===== config.mk =====
export PLATFORM = sky130hd
export DESIGN_NAME = simps_mode_ctrl
export DESIGN_NICKNAME = d
export VERILOG_FILES = /design/src/rtl/simps_mode_ctrl.sv
export SDC_FILE = /design/constraint.sdc
export NUM_CORES = 1
export LEC_CHECK = 0
export ABC_AREA = 0
export CAP_MARGIN = 15
export CORE_MARGIN = 10
export CORE_UTILIZATION = 35
export DETAILED_ROUTE_END_ITERATION = 7
export MAX_ROUTING_LAYER = met4
export SLEW_MARGIN = 10
export SYNTH_ARGS = -nofsm -noshare
export SYNTH_HDL_FRONTEND = slang
export SYNTH_SLANG_ARGS = --single-unit

===== constraint.sdc =====
create_clock -name clk_i -period 4.1 [get_ports clk_i]
set_input_delay 0.82 -clock clk_i [delete_from_list [all_inputs] [get_ports clk_i]]
set_output_delay 0.82 -clock clk_i [all_outputs]
set_load 0.005 [all_outputs]

===== src/rtl/simps_mode_ctrl.sv =====
`default_nettype none
// ============================================================================
// Module      : simps_mode_ctrl
// Description : SIMPS top-level mode controller. Sequences the instrument
//               through reset, UFM program/readback, peripheral load,
//               inactive and active modes. Stages NUM_CH channel enables,
//               runs a per-state watchdog that traps into FAULT, and
//               provides clocked per-channel front-end overrides.
// Build macro : SIMPS_CTRL_OVERRIDE_EN - when defined, the override
//               registers and the ov_* ports are live; when undefined the
//               ov_* ports are ignored and no override flops are built.
// Revision    : 1.0 - initial release
// ============================================================================
module simps_mode_ctrl #(
  parameter int NUM_CH      = 2,
  parameter int UFM_RST_CYC = 4,
  parameter int TIMEOUT     = 25000000,
  parameter int STAGE_DLY   = 256
) (
  input  logic              clk_i,
  input  logic              reset_n_i,
  input  logic              sw_reset_rise_i,
  input  logic              sw_reset_i,
  input  logic              sw_enable_rise_i,
  input  logic              sw_enable_i,
  input  logic              init_done_i,
  input  logic              prog_ready_i,
  input  logic              write_done_i,
  input  logic              read_done_i,
  input  logic              load_done_i,
  input  logic              clk_stable_i,
  input  logic [NUM_CH-1:0] ov_set_i,
  input  logic [NUM_CH-1:0] ov_val_i,
  input  logic              ov_clear_i,
  output logic [NUM_CH-1:0] ch_en_o,
  output logic              ufm_reset_n_o,
  output logic              start_write_o,
  output logic              start_read_o,
  output logic              start_load_o,
  output logic [3:0]        state_o,
  output logic [1:0]        prog_led_o,
  output logic              fault_o
);

  localparam logic [3:0] c_RST_WAIT   = 4'd0;
  localparam logic [3:0] c_UFM_RST    = 4'd1;
  localparam logic [3:0] c_INIT_WAIT  = 4'd2;
  localparam logic [3:0] c_PROG_WRITE = 4'd3;
  localparam logic [3:0] c_PROG_READ  = 4'd4;
  localparam logic [3:0] c_LOAD       = 4'd5;
  localparam logic [3:0] c_INACTIVE   = 4'd6;
  localparam logic [3:0] c_ACTIVE     = 4'd7;
  localparam logic [3:0] c_FAULT      = 4'd8;

  localparam logic [1:0] c_LED_OFF   = 2'b00;
  localparam logic [1:0] c_LED_BLINK = 2'b01;
  localparam logic [1:0] c_LED_ON    = 2'b10;

  localparam int WD_W  = $clog2(TIMEOUT + 1);
  localparam int STG_W = $clog2(NUM_CH * STAGE_DLY + 1);

  localparam logic [WD_W-1:0]  c_WD_LAST  = WD_W'(TIMEOUT - 1);
  localparam logic [WD_W-1:0]  c_UFM_LAST = WD_W'(UFM_RST_CYC - 1);
  localparam logic [STG_W-1:0] c_STG_MAX  = STG_W'(NUM_CH * STAGE_DLY);

  // Registered state and outputs
  logic [3:0]        state_q, state_d;
  logic [WD_W-1:0]   wd_q, wd_d;
  logic [STG_W-1:0]  stg_q, stg_d;
  logic              seen_q, seen_d;
  logic [NUM_CH-1:0] ch_en_q, ch_en_d;
  logic              ufm_reset_n_q, ufm_reset_n_d;
  logic              start_write_q, start_write_d;
  logic              start_read_q, start_read_d;
  logic              start_load_q, start_load_d;
  logic [1:0]        prog_led_q, prog_led_d;
  logic              fault_q, fault_d;

  // Combinational helpers
  logic [NUM_CH-1:0] fsm_en_d;
  logic [NUM_CH-1:0] w_ch_mux;
  logic [NUM_CH-1:0] w_stage_hit;
  logic              w_staging;
  logic              w_wd_run;
  logic              w_wd_expire;
  logic              w_in_active;

  // Staging starts on the first clk_stable sample and is latched by seen_q,
  // so a later drop of clk_stable does not restart it.
  assign w_staging   = seen_q | clk_stable_i;
  assign w_wd_run    = ((state_q >= c_UFM_RST) && (state_q <= c_LOAD)) ||
                       ((state_q == c_ACTIVE) && !w_staging);
  assign w_wd_expire = w_wd_run && (wd_q == c_WD_LAST);

  // Channel k is due once the stage counter has covered k staging intervals.
  for (genvar k = 0; k < NUM_CH; k++) begin : g_stage
    assign w_stage_hit[k] = (stg_q >= STG_W'(k * STAGE_DLY));
  end

  // State register and all registered outputs
  always_ff @(posedge clk_i or negedge reset_n_i) begin
    if (!reset_n_i) begin
      state_q       <= c_RST_WAIT;
      wd_q          <= '0;
      stg_q         <= '0;
      seen_q        <= 1'b0;
      ch_en_q       <= '0;
      ufm_reset_n_q <= 1'b0;
      start_write_q <= 1'b0;
      start_read_q  <= 1'b0;
      start_load_q  <= 1'b0;
      prog_led_q    <= c_LED_BLINK;
      fault_q       <= 1'b0;
    end else begin
      state_q       <= state_d;
      wd_q          <= wd_d;
      stg_q         <= stg_d;
      seen_q        <= seen_d;
      ch_en_q       <= ch_en_d;
      ufm_reset_n_q <= ufm_reset_n_d;
      start_write_q <= start_write_d;
      start_read_q  <= start_read_d;
      start_load_q  <= start_load_d;
      prog_led_q    <= prog_led_d;
      fault_q       <= fault_d;
    end
  end

  // Next state: switch reset beats watchdog expiry beats normal transitions
  always_comb begin
    state_d = state_q;
    case (state_q)
      c_RST_WAIT:   if (sw_enable_rise_i && sw_reset_i)     state_d = c_UFM_RST;
      c_UFM_RST:    if (wd_q == c_UFM_LAST)                 state_d = c_INIT_WAIT;
      c_INIT_WAIT:  if (init_done_i && prog_ready_i)        state_d = c_PROG_WRITE;
      c_PROG_WRITE: if (write_done_i)                       state_d = c_PROG_READ;
      c_PROG_READ:  if (read_done_i)                        state_d = c_LOAD;
      c_LOAD:       if (load_done_i && !sw_reset_i && !sw_enable_i)
                                                            state_d = c_INACTIVE;
      c_INACTIVE:   if (sw_enable_rise_i && !sw_reset_i)    state_d = c_ACTIVE;
      c_ACTIVE:     if (!sw_enable_i)                       state_d = c_PROG_READ;
      c_FAULT:                                              state_d = c_FAULT;
      default:                                              state_d = c_FAULT;
    endcase
    if (w_wd_expire) begin
      state_d = c_FAULT;
    end
    if (sw_reset_rise_i) begin
      state_d = c_RST_WAIT;
    end
  end

  // Watchdog, stage counter and the FSM's own channel enables
  always_comb begin
    w_in_active = (state_q == c_ACTIVE) && (state_d == c_ACTIVE);
    wd_d        = wd_q;
    stg_d       = stg_q;
    seen_d      = w_in_active && w_staging;
    fsm_en_d    = '0;
    if (sw_reset_rise_i || (state_d != state_q)) begin
      wd_d = '0;
    end else if (w_wd_run) begin
      wd_d = wd_q + 1'b1;
    end
    if (!w_in_active) begin
      stg_d = '0;
    end else if (w_staging && (stg_q != c_STG_MAX)) begin
      stg_d = stg_q + 1'b1;
    end
    for (int k = 0; k < NUM_CH; k++) begin
      fsm_en_d[k] = w_in_active && ((k == 0) || (w_staging && w_stage_hit[k]));
    end
  end

`ifdef SIMPS_CTRL_OVERRIDE_EN
  logic [NUM_CH-1:0] ov_act_q, ov_act_d;
  logic [NUM_CH-1:0] ov_reg_q, ov_reg_d;

  // Override capture: a clear (or switch reset) wipes every channel at once
  always_comb begin
    ov_act_d = ov_act_q;
    ov_reg_d = ov_reg_q;
    if (sw_reset_rise_i || ov_clear_i) begin
      ov_act_d = '0;
    end else begin
      ov_act_d = ov_act_q | ov_set_i;
      ov_reg_d = (ov_reg_q & ~ov_set_i) | (ov_val_i & ov_set_i);
    end
  end

  // Override registers
  always_ff @(posedge clk_i or negedge reset_n_i) begin
    if (!reset_n_i) begin
      ov_act_q <= '0;
      ov_reg_q <= '0;
    end else begin
      ov_act_q <= ov_act_d;
      ov_reg_q <= ov_reg_d;
    end
  end

  assign w_ch_mux = (ov_act_d & ov_reg_d) | (~ov_act_d & fsm_en_d);
`else
  logic unused_ov;
  assign unused_ov = ^{ov_set_i, ov_val_i, ov_clear_i};
  assign w_ch_mux  = fsm_en_d;
`endif

  // Registered outputs, all derived from the state being entered
  always_comb begin
    fault_d       = (state_d == c_FAULT);
    ufm_reset_n_d = !((state_d == c_RST_WAIT) || (state_d == c_UFM_RST));
    start_write_d = (state_q == c_INIT_WAIT) && (state_d == c_PROG_WRITE);
    start_read_d  = (state_d == c_PROG_READ) &&
                    ((state_q == c_PROG_WRITE) || (state_q == c_ACTIVE));
    start_load_d  = (state_q == c_PROG_READ) && (state_d == c_LOAD);
    ch_en_d       = fault_d ? '0 : w_ch_mux;
    case (state_d)
      c_RST_WAIT, c_UFM_RST, c_INIT_WAIT, c_PROG_WRITE: prog_led_d = c_LED_BLINK;
      c_PROG_READ, c_LOAD, c_INACTIVE, c_ACTIVE:        prog_led_d = c_LED_ON;
      default:                                          prog_led_d = c_LED_OFF;
    endcase
  end

  assign state_o       = state_q;
  assign ch_en_o       = ch_en_q;
  assign ufm_reset_n_o = ufm_reset_n_q;
  assign start_write_o = start_write_q;
  assign start_read_o  = start_read_q;
  assign start_load_o  = start_load_q;
  assign prog_led_o    = prog_led_q;
  assign fault_o       = fault_q;

endmodule
`default_nettype wire


==> qor.yml <==
status: "finished, final reports clean"
clock-sinks: 49
yosysSeqAreaShare_pct: 41.7
cpLargestDelayFamily: "simple AND/OR/NAND/NOR gates"
powerDensity_nw_per_um2: 286
synth_fp_nets: 302
cts_tree: "yes"
htreeDepth: 2
numCtsBuffers: 5
post-place-ws_ns: 0.886
rsz0062_at_grt: "no"
path_max_fanout: 11
worstSkewPairLatency_ns: 0.31
ys_ff_latch: 49
worst_setup_path_end_kind: "register"
finalHoldViolCount: 0
fin_worst_skew_ns: 0.0159
yosys_warnings: 0
post_cts_resized: 0
cap_violations: 0
clk_pin_slew_ns: 0.10
grt_pass1_wl_um: 11400
core.rowCount: 33
cp.buffers_inverters: 1
post_drt_wl_per_cell_um: 16.3
dr.pass1.iters: 4
postCtsSetupRepairBufs: 0
drive_gt1_share_pct: 14.6
synthFlopType: "dfrtp_1"
gp_congestion: 0.841
finalMaxSlewViolations: 0
root_buffer: "clkbuf_8"
grt_pass1_vias: 2293
ir_worst_vdd_mv: 0.185
via_per_inst: 5.62
fmax_ghz: 0.345
setup_tns_ns: 0
diodes: 0
startpoint_type: "primary input"
slowest_stage: "o2111ai_1"
drc: 0
cp_cell_sequence: "clkdlybuf4s50_1, nor3b_1, o2111ai_1, nor4_1, xnor2_1, nor4_2"
synthCells: 282
syn_to_final_growth_pct: 14.7
antenna_left: 0
async_flop_share_pct: 100
dp_hpwl_um: 4580
tightest_slew_ns: 1.00
antenna_found_initial: 0
synth.avg_cell_area_um2: 10.4
leakagePower_nw: 1.25
period_needed_ns: 2.90
ys_types: 51
die_h_um: 112
vias: 2287
nNetsFinal: 321
numPortBuffers: 24
hold_path_class: "primary input to asynchronous set/reset pin"
dieArea_um2: 12500
ios: 30
synth_enable_flop_cells: 0
critPathArrivalTime_ns: 3.08
timing.final.ws_setup_ns: 1.20
initial_utilization_pct: 35.8
crit_type: "primary input to register"
grt_overflow: 0
slowest_delay_ns: 0.59
cts.path.max_buffers: 2
grt_max_degree: 35
core_um2: 8220
die_w_um: 112
drt_wl_total_um: 6640
setup_viol_count_final: 0
synth_area_um2: 2940
grt_use_total_pct: 11.0
slew_headroom_pct: 33.3
cts_hold_buffers: 0
cp.required_ns: 4.28
drt-initial-drc-count: 129
layout_worst_path_cycle_share_pct: 70.8
## cells in the final DEF (no fill, tap or decap), types with 3 or more instances in the layout
| cell | instances |
|---|---|
| a31oi_1 | 3 |
| and2_1 | 4 |
| and3_1 | 6 |
| and4_1 | 5 |
| buf_4 | 4 |
| clkbuf_8 | 5 |
| clkdlybuf4s50_1 | 23 |
| dfrtp_1 | 48 |
| ha_1 | 3 |
| inv_1 | 6 |
| nand2_1 | 14 |
| nand3_1 | 14 |
| nand4_1 | 14 |
| nor2_1 | 15 |
| nor3_1 | 15 |
| nor4_1 | 13 |
| nor4_2 | 21 |
| nor4b_1 | 11 |
| or2_2 | 3 |
| xnor2_1 | 16 |
| xor2_1 | 17 |
## registers in the layout, indices dropped and copies added (netlist names)
name and flops:
ch_en_o 2, fault_o 1, prog_led_o 2, seen_q 1, start_load_o 1, start_read_o 1, start_write_o 1, state_o 4
stg_q 10, ufm_reset_n_o 1, wd_q 25
## cell usage after synthesis (all sizes together), types with 6 or more instances
cell	instances	area share (%)
and3	6	1.3
and4	6	1.9
buf	14	3.8
dfrtp	48	41
inv	6	0.76
nand2	14	1.8
nand3	14	2.4
nand4	14	3.0
nor2	15	1.9
nor3	15	2.5
nor4	34	12
nor4b	11	3.3
xnor2	16	4.8
xor2	17	5.1
## kinds of logic (layout without fill, tap and decap cells)
group | Yosys count | after routing | synth area share, %
muxes | 1 | 1 | 0.340
xor gates and xnor gates | 33 | 33 | 9.82
adders and majority gates | 3 | 3 | 1.28
buffers and inverters | 23 | 43 | 4.93
AOI/OAI and AO/OA | 22 | 22 | 6.25
and+or+nand+nor | 151 | 151 | 35.7
DFF | 49 | 49 | 41.7
## routing by layer
metal / track usage [%] / part of all wire, % / vias up
li1: - / - / 1100
met1: 13.4 / 47 / 1133
met2: 17.6 / 47 / 45
met3: 3.27 / 4.3 / 9
met4: 2.49 / 1.4 / 0
met5: - / 0 / -
## worst paths after layout
path / slack (ns) / from / end / depth (start not counted)
worst min register to register: 0.60 / wd_q[17] / wd_q[17] / 2
worst max register to register: 1.50 / state_o[0] / wd_q[21] / 5
min in group clk_i: 0.60 / wd_q[17] / wd_q[17] / 2
max in group asynchronous: 2.92 / reset_n_i / prog_led_o[0] / 2
worst min-delay path: 0.39 / reset_n_i / stg_q[0] / 1
worst max-delay path: 1.20 / clk_stable_i / wd_q[21] / 6
## per-stage QoR
step                power, mW  util (%)  instances  hold slack (ns)  instance area (um^2)
floorplan               0.530         -        282            0.524                  2940
global placement        0.558      39.4        399            0.581                  3240
detailed placement      0.559      39.4        399            0.587                  3240
CTS                     0.979      41.1        407            0.404                  3380
global route             1.00      41.1        407            0.412                  3380
finish                  0.965      41.1        407            0.392                  3380
## area by class of cell
cell class              instances  area, um^2
fillers                       804        4840
multi-input cells             210        1570
clock inverters                 3        68.8
well taps                     105         131
inverters                       6        22.5
repair buffers                 29         285
clock buffers                   5        68.8
flip-flops and latches         49        1230
## power breakdown
group	switching, mW	internal (mW)	leakage, nW
Sequential	0.00421	0.485	0.680
Clock	0.171	0.246	0.0687
Combinational	0.0366	0.0233	0.504
No activity file was read; power rests on OpenSTA's default activity.
